===== src/rtl/keypad_debounce_repeat.sv =====
// keypad_debounce_repeat
//
// Debounces the keypad column scanner's raw key report. The scanner is frozen
// through scan_stop while a key is being qualified, held or released. One
// key_valid pulse is produced per accepted press, and optionally one per
// auto-repeat interval while the key stays held.
//
// Ports
//   clk            in   system clock, all logic on the rising edge
//   rst_n          in   synchronous active-low reset
//   key_code       in   scanner's decoded key (KEY_W)
//   col            in   scanner's active column, active low (COL_W)
//   key_detected   in   scanner reports a key present
//   key_valid      out  one-cycle pulse per accepted press or repeat
//   debounced_key  out  last accepted key code
//   held_col       out  col captured when the press was accepted
//   key_held       out  high while HELD or RELEASE_DB
//   scan_stop      out  high in every state except IDLE
//
// Event semantics: key_valid is a qualifier for debounced_key. It has no
// ready/backpressure. The consumer must take the code in the cycle key_valid
// is high. debounced_key is already valid in that cycle and holds its value
// until the next accepted press.
//
// Debug visibility: current_state (with the IDLE/PRESS_DB/HELD/RELEASE_DB
// localparams) and debounce_cnt are kept as named signals for probing.

module keypad_debounce_repeat #(
    parameter int KEY_W          = 4,
    parameter int COL_W          = 4,
    parameter int PRESS_CYCLES   = 59999,
    parameter int RELEASE_CYCLES = 59999,
    parameter int REPEAT_EN      = 0,
    parameter int REPEAT_DELAY   = 1500000,
    parameter int REPEAT_RATE    = 300000
) (
    input  logic             clk,
    input  logic             rst_n,
    input  logic [KEY_W-1:0] key_code,
    input  logic [COL_W-1:0] col,
    input  logic             key_detected,
    output logic             key_valid,
    output logic [KEY_W-1:0] debounced_key,
    output logic [COL_W-1:0] held_col,
    output logic             key_held,
    output logic             scan_stop
);

    // One shared counter, wide enough for the largest interval.
    localparam int MAX_PR  = (PRESS_CYCLES > RELEASE_CYCLES) ? PRESS_CYCLES : RELEASE_CYCLES;
    localparam int MAX_RP  = (REPEAT_DELAY > REPEAT_RATE) ? REPEAT_DELAY : REPEAT_RATE;
    localparam int MAX_CYC = (MAX_PR > MAX_RP) ? MAX_PR : MAX_RP;
    localparam int CNT_W   = $clog2(MAX_CYC) + 1;

    localparam logic [CNT_W-1:0] CNT_MAX   = '1;
    localparam logic [CNT_W-1:0] CNT_ZERO  = '0;
    localparam logic [CNT_W-1:0] CNT_ONE   = CNT_W'(1);
    localparam logic [CNT_W-1:0] PRESS_TH  = CNT_W'(PRESS_CYCLES);
    localparam logic [CNT_W-1:0] REL_TH    = CNT_W'(RELEASE_CYCLES);
    localparam logic [CNT_W-1:0] DELAY_TH  = CNT_W'(REPEAT_DELAY);
    localparam logic [CNT_W-1:0] RATE_TH   = CNT_W'(REPEAT_RATE);

    localparam logic [1:0] IDLE       = 2'd0;
    localparam logic [1:0] PRESS_DB   = 2'd1;
    localparam logic [1:0] HELD       = 2'd2;
    localparam logic [1:0] RELEASE_DB = 2'd3;

    typedef enum logic [1:0] {
        ST_IDLE       = IDLE,
        ST_PRESS_DB   = PRESS_DB,
        ST_HELD       = HELD,
        ST_RELEASE_DB = RELEASE_DB
    } state_t;

    // Registers
    state_t             state_q,         state_d;
    logic [CNT_W-1:0]   cnt_q,           cnt_d;
    logic [KEY_W-1:0]   cand_key_q,      cand_key_d;
    logic [COL_W-1:0]   cand_col_q,      cand_col_d;
    logic [KEY_W-1:0]   debounced_key_q, debounced_key_d;
    logic [COL_W-1:0]   held_col_q,      held_col_d;
    logic               key_valid_q,     key_valid_d;
    logic               key_held_q,      key_held_d;
    logic               scan_stop_q,     scan_stop_d;
    logic               rep_started_q,   rep_started_d;

    // Debug-visible names. The next-state logic reads these names.
    state_t             current_state;
    logic [CNT_W-1:0]   debounce_cnt;

    assign current_state = state_q;
    assign debounce_cnt  = cnt_q;

    // Saturating increment: the counter never wraps.
    logic [CNT_W-1:0] cnt_inc;
    logic [CNT_W-1:0] rep_th;

    always_comb begin
        cnt_inc = (debounce_cnt == CNT_MAX) ? debounce_cnt : debounce_cnt + CNT_ONE;
        // The first repeat waits REPEAT_DELAY. Later repeats use REPEAT_RATE.
        rep_th  = rep_started_q ? RATE_TH : DELAY_TH;
    end

    always_comb begin
        state_d         = current_state;
        cnt_d           = debounce_cnt;
        cand_key_d      = cand_key_q;
        cand_col_d      = cand_col_q;
        debounced_key_d = debounced_key_q;
        held_col_d      = held_col_q;
        key_valid_d     = 1'b0;
        rep_started_d   = rep_started_q;

        case (current_state)
            ST_IDLE: begin
                if (key_detected) begin
                    cand_key_d = key_code;
                    cand_col_d = col;
                    cnt_d      = CNT_ONE;
                    state_d    = ST_PRESS_DB;
                end
            end

            ST_PRESS_DB: begin
                if (!key_detected) begin
                    // A drop wins, even on the edge that would have accepted.
                    cnt_d   = CNT_ZERO;
                    state_d = ST_IDLE;
                end else if (key_code != cand_key_q) begin
                    // The code changed mid-qualification, so restart on the new key.
                    cand_key_d = key_code;
                    cand_col_d = col;
                    cnt_d      = CNT_ONE;
                end else if (cnt_inc >= PRESS_TH) begin
                    debounced_key_d = cand_key_q;
                    held_col_d      = cand_col_q;
                    key_valid_d     = 1'b1;
                    cnt_d           = CNT_ZERO;
                    rep_started_d   = 1'b0;
                    state_d         = ST_HELD;
                end else begin
                    cnt_d = cnt_inc;
                end
            end

            ST_HELD: begin
                // Other codes are ignored while held. Only a drop leaves HELD.
                if (!key_detected) begin
                    cnt_d   = CNT_ONE;
                    state_d = ST_RELEASE_DB;
                end else if (REPEAT_EN != 0) begin
                    if (cnt_inc >= rep_th) begin
                        key_valid_d   = 1'b1;
                        cnt_d         = CNT_ZERO;
                        rep_started_d = 1'b1;
                    end else begin
                        cnt_d = cnt_inc;
                    end
                end
            end

            ST_RELEASE_DB: begin
                if (key_detected && (key_code == debounced_key_q)) begin
                    // A glitch on the held key: resume holding, and the repeat timing starts over.
                    cnt_d         = CNT_ZERO;
                    rep_started_d = 1'b0;
                    state_d       = ST_HELD;
                end else if (debounce_cnt >= REL_TH) begin
                    // Test the registered count so that IDLE is entered
                    // RELEASE_CYCLES edges after the first edge that saw the drop.
                    cnt_d   = CNT_ZERO;
                    state_d = ST_IDLE;
                end else begin
                    // A different code counts as still released.
                    cnt_d = cnt_inc;
                end
            end

            default: begin
                cnt_d   = CNT_ZERO;
                state_d = ST_IDLE;
            end
        endcase

        key_held_d  = (state_d == ST_HELD) || (state_d == ST_RELEASE_DB);
        scan_stop_d = (state_d != ST_IDLE);
    end

    always_ff @(posedge clk) begin
        if (!rst_n) begin
            state_q         <= ST_IDLE;
            cnt_q           <= CNT_ZERO;
            cand_key_q      <= '0;
            cand_col_q      <= '1;
            debounced_key_q <= '0;
            held_col_q      <= '1;
            key_valid_q     <= 1'b0;
            key_held_q      <= 1'b0;
            scan_stop_q     <= 1'b0;
            rep_started_q   <= 1'b0;
        end else begin
            state_q         <= state_d;
            cnt_q           <= cnt_d;
            cand_key_q      <= cand_key_d;
            cand_col_q      <= cand_col_d;
            debounced_key_q <= debounced_key_d;
            held_col_q      <= held_col_d;
            key_valid_q     <= key_valid_d;
            key_held_q      <= key_held_d;
            scan_stop_q     <= scan_stop_d;
            rep_started_q   <= rep_started_d;
        end
    end

    assign key_valid     = key_valid_q;
    assign debounced_key = debounced_key_q;
    assign held_col      = held_col_q;
    assign key_held      = key_held_q;
    assign scan_stop     = scan_stop_q;

endmodule


===== config.mk =====
export PLATFORM = sky130hd
export DESIGN_NAME = keypad_debounce_repeat
export DESIGN_NICKNAME = d
export VERILOG_FILES = /design/src/rtl/keypad_debounce_repeat.sv
export SDC_FILE = /design/constraint.sdc
export NUM_CORES = 1
export LEC_CHECK = 0
export ABC_AREA = 1
export CORE_ASPECT_RATIO = 1.2
export CORE_MARGIN = 2
export CORE_UTILIZATION = 40
export DETAILED_ROUTE_END_ITERATION = 7
export PLACE_DENSITY = 0.58
export SLEW_MARGIN = 20
export SYNTH_ARGS = -nofsm -noshare
export SYNTH_HDL_FRONTEND = slang
export SYNTH_SLANG_ARGS = --single-unit

===== constraint.sdc =====
create_clock -name clk -period 2.41 [get_ports clk]
set_clock_uncertainty 0.1 [all_clocks]
set_input_delay 0.241 -clock clk [delete_from_list [all_inputs] [get_ports clk]]
set_output_delay 0.241 -clock clk [all_outputs]
set_load 0.1 [all_outputs]

==> results.py <==
metrics = {
    "setup_path": {
        "critical_path.top_delay_family": "simple AND/OR/NAND/NOR gates",
        "worst_r2r_path_depth": 17,
        "r2r-end": "cnt_q[7]",
        "r2r_start": "cnt_q[0]",
        "cp.arrival_ns": 2.50,
        "critPathLaunchType": "flop",
        "slowest_delay_ns": 0.38,
        "end_kind": "flop",
        "cpMaxStageDelayCell": "dfxtp_4",
        "path_buf_inv": 3,
        "rrSetupSlack_ns": 0.04,
        "required_ns": 2.54,
        "crit_chain": "ha_4, inv_2, nor2_4, nand2_4, nor2_8, buf_6, nand3_2, nand2_1, nand2_1, nor2_1, nand3_1, a21oi_2, nand3_2, nand2_4, clkbuf_16, nand2_2, a21oi_2",
        "cp_max_fo": 7,
        "critPathKind": "reg -> reg",
    },
    "timing": {
        "fin_crit_ns": 2.37,
        "rsz0062_at_grt": "true",
        "hold_viol": 0,
        "min_period_over_period": 0.985,
        "fin_ws_ns": 0.0354,
        "slew_headroom": 0.526,
        "worstMarginPinSlew_ns": 0.710,
        "maxSlewViolCount": 0,
        "setup_viol_count_final": 0,
        "hold-worst-slack_ns": 0.368,
        "max_freq_mhz": 421,
    },
    "clocking": {
        "clkTransAtPathRegs_ns": 0.09,
        "clkLatencyLatePin_ns": 0.30,
        "holdBufCountCts": 0,
        "root_buffer": "clkbuf_8",
        "htreeDepth": 2,
        "cts.path.max_buffers": 2,
        "cts_tree": "built",
        "clock_sinks": 43,
        "numCtsBuffers": 5,
    },
    "synth": {
        "syn_inst": 426,
        "synth_edf_count": 0,
        "ys_seq_area_frac": 0.326,
        "ys_ff_latch": 43,
        "async_flop_share": 0,
        "synth-main-ff-cell": "dfxtp_1",
        "syn-num-nets": 438,
        "avgSynthCellArea_sq_um": 6.20,
        "synth_area_sq_um": 2640,
        "yosysUniqueCellTypes": 35,
        "synth_warnings": 0,
    },
    "place": {
        "dp_cells": 568,
        "dp_slack_ns": -0.0423,
        "place_congestion": 0.934,
        "port_buffers": 21,
        "dp_hpwl_microns": 5560,
    },
    "detailed_routing": {
        "routed_wl_microns": 7800,
        "ant_nets": 0,
        "route.detailed.drc": 0,
        "vias_per_cell": 5.00,
        "wl_per_cell_microns": 13.3,
        "vias": 2928,
        "drtPass1Iterations": 5,
        "drtIter0Drc": 148,
    },
    "worst_hold_path": {
        "hold_class": "reg -> reg",
        "hold_depth": 2,
        "hp-start": "cand_col_q[3]",
        "min_to": "held_col[3]",
    },
    "floorplanning": {
        "fp-row-count": 32,
        "chipWidth_microns": 78.2,
        "die_h_microns": 93.0,
        "initial_core_util": 0.412,
        "ios": 22,
        "core_area_sq_um": 6410,
        "die-area_sq_um": 7270,
    },
    "final_layout": {
        "n_antenna_cell": 0,
        "final_core_util": 0.574,
        "area_delta_synth_final_pct": 39.4,
        "multi_input_area_sq_um": 1750,
        "nNetsFinal": 512,
        "n_fill_cell": 626,
        "final_cells": 586,
        "seqCellArea_sq_um": 892,
        "layout-drive-gt1-share": 0.303,
    },
    "global_route": {
        "antenna_found_initial": 0,
        "grt_usage": 0.211,
        "grt_first_pass_wirelength_microns": 12300,
        "grt_pass1_vias": 2742,
        "overflow": 0,
        "grt_max_degree": 21,
    },
    "pwr": {
        "power.density_nw_per_um2": 403,
        "ir_drop_mv": 0.268,
        "p_leak_nw": 1.72,
    },
    "flow_run": {
        "cap_violations": 0,
    },
    "outcome": {
        "run_status": "completed",
    },
}
metrics by stage:
step | area (sq um) | total power [W] | TNS [ns]
floorplan | 2650 | 0.000830 | 0
global placement | 3230 | 0.000884 | -0.0139
detailed placement | 3230 | 0.000885 | -0.0911
CTS | 3360 | 0.00149 | 0
global route | 3680 | 0.00154 | -2.30
finish | 3680 | 0.00148 | 0
cells in the mapped netlist, types with 3 or more instances:
cell type,count,share of area
nand3_1,36,0.068
nor2_1,48,0.068
inv_1,48,0.068
xnor2_1,4,0.013
xor2_1,5,0.017
o21ai_0,10,0.019
nor3_1,7,0.013
buf_6,3,0.013
nand2_1,158,0.22
clkbuf_1,4,0.0057
dfxtp_1,43,0.33
a21oi_1,22,0.042
nand2_2,4,0.0095
nand4_1,7,0.017
worst min-delay path: cells and delay by family, from the launching register on:
family	cells	cell delay [ns]
flip-flops	1	0.34
AND/OR/NAND/NOR	2	0.10
per-layer routing:
metal,GRT usage,part of all wire,up-vias
met5,0,0,-
met4,0.0936,0.023,0
met3,0.0290,0.032,14
met2,0.377,0.53,60
met1,0.250,0.41,1343
li1,-,-,1511
worst max-delay path by stage:
stage | start | endpoint | slack, ns | cells past startpoint
floorplan | cnt_q[0] | cnt_q[5] | 0.02 | 16
global placement | cnt_q[4] | held_col[1] | -0.005 | 16
detailed placement | cnt_q[4] | held_col[1] | -0.04 | 15
CTS | cnt_q[7] | cnt_q[13] | 0.007 | 15
global route | cnt_q[6] | debounced_key[0] | -0.11 | 15
finish | cnt_q[0] | cnt_q[7] | 0.04 | 17
cells in the final DEF, fill, tap and decap left out, types with 5 or more instances in the layout:
cell / n
a21oi_1: 13
a21oi_2: 10
buf_4: 58
clkbuf_8: 6
clkdlybuf4s50_1: 10
dfxtp_1: 30
dfxtp_2: 7
dfxtp_4: 6
inv_1: 46
nand2_1: 136
nand2_2: 24
nand3_1: 31
nand3_2: 5
nand4_1: 7
nor2_1: 39
nor2_2: 8
nor2_4: 5
nor3_1: 7
o21ai_0: 10
xor2_1: 5
timing repair:
item / CTS / global route
pin swaps: 1 / 26
endpoints found under the setup margin: 14 / 29
resized for setup: 6 / 73
cloned: 0 / 3
setup buffers: 0 / 7
sequential cells by signal, summed over array words and instances, names as in the netlist:
name           count
cand_col_q         4
cand_key_q         4
cnt_q             22
current_state      2
debounced_key      4
held_col           4
key_held           1
key_valid          1
scan_stop          1
report_power, final:
group / switching, W / internal (W) / total, W / leakage, nW
combinational: 0.0000850 / 0.0000527 / 0.000138 / 1.31
clock: 0.000274 / 0.000341 / 0.000615 / 0.0618
sequential: 0.0000120 / 0.000719 / 0.000731 / 0.358
total: 0.000371 / 0.00111 / 0.00148 / 1.72
kinds of logic (layout without fill, tap and decap cells):
| group | after synthesis | after routing | share of synthesized area |
|---|---|---|---|
| xor+xnor | 9 | 9 | 0.0299 |
| buf+inv | 58 | 131 | 0.0929 |
| flops | 43 | 43 | 0.326 |
| fa+ha+maj | 1 | 1 | 0.00474 |
| simple gates | 274 | 276 | 0.454 |
| compound gates | 41 | 41 | 0.0924 |
final cells by class:
class	count	area share
sequential	43	0.242
multi-input combinational	327	0.475
tap	85	0.0289
clock buffer	6	0.0224
timing repair buffer	74	0.170
clock inverter	2	0.0105
inverter	49	0.0507
No activity file was read; power rests on OpenSTA's default activity.
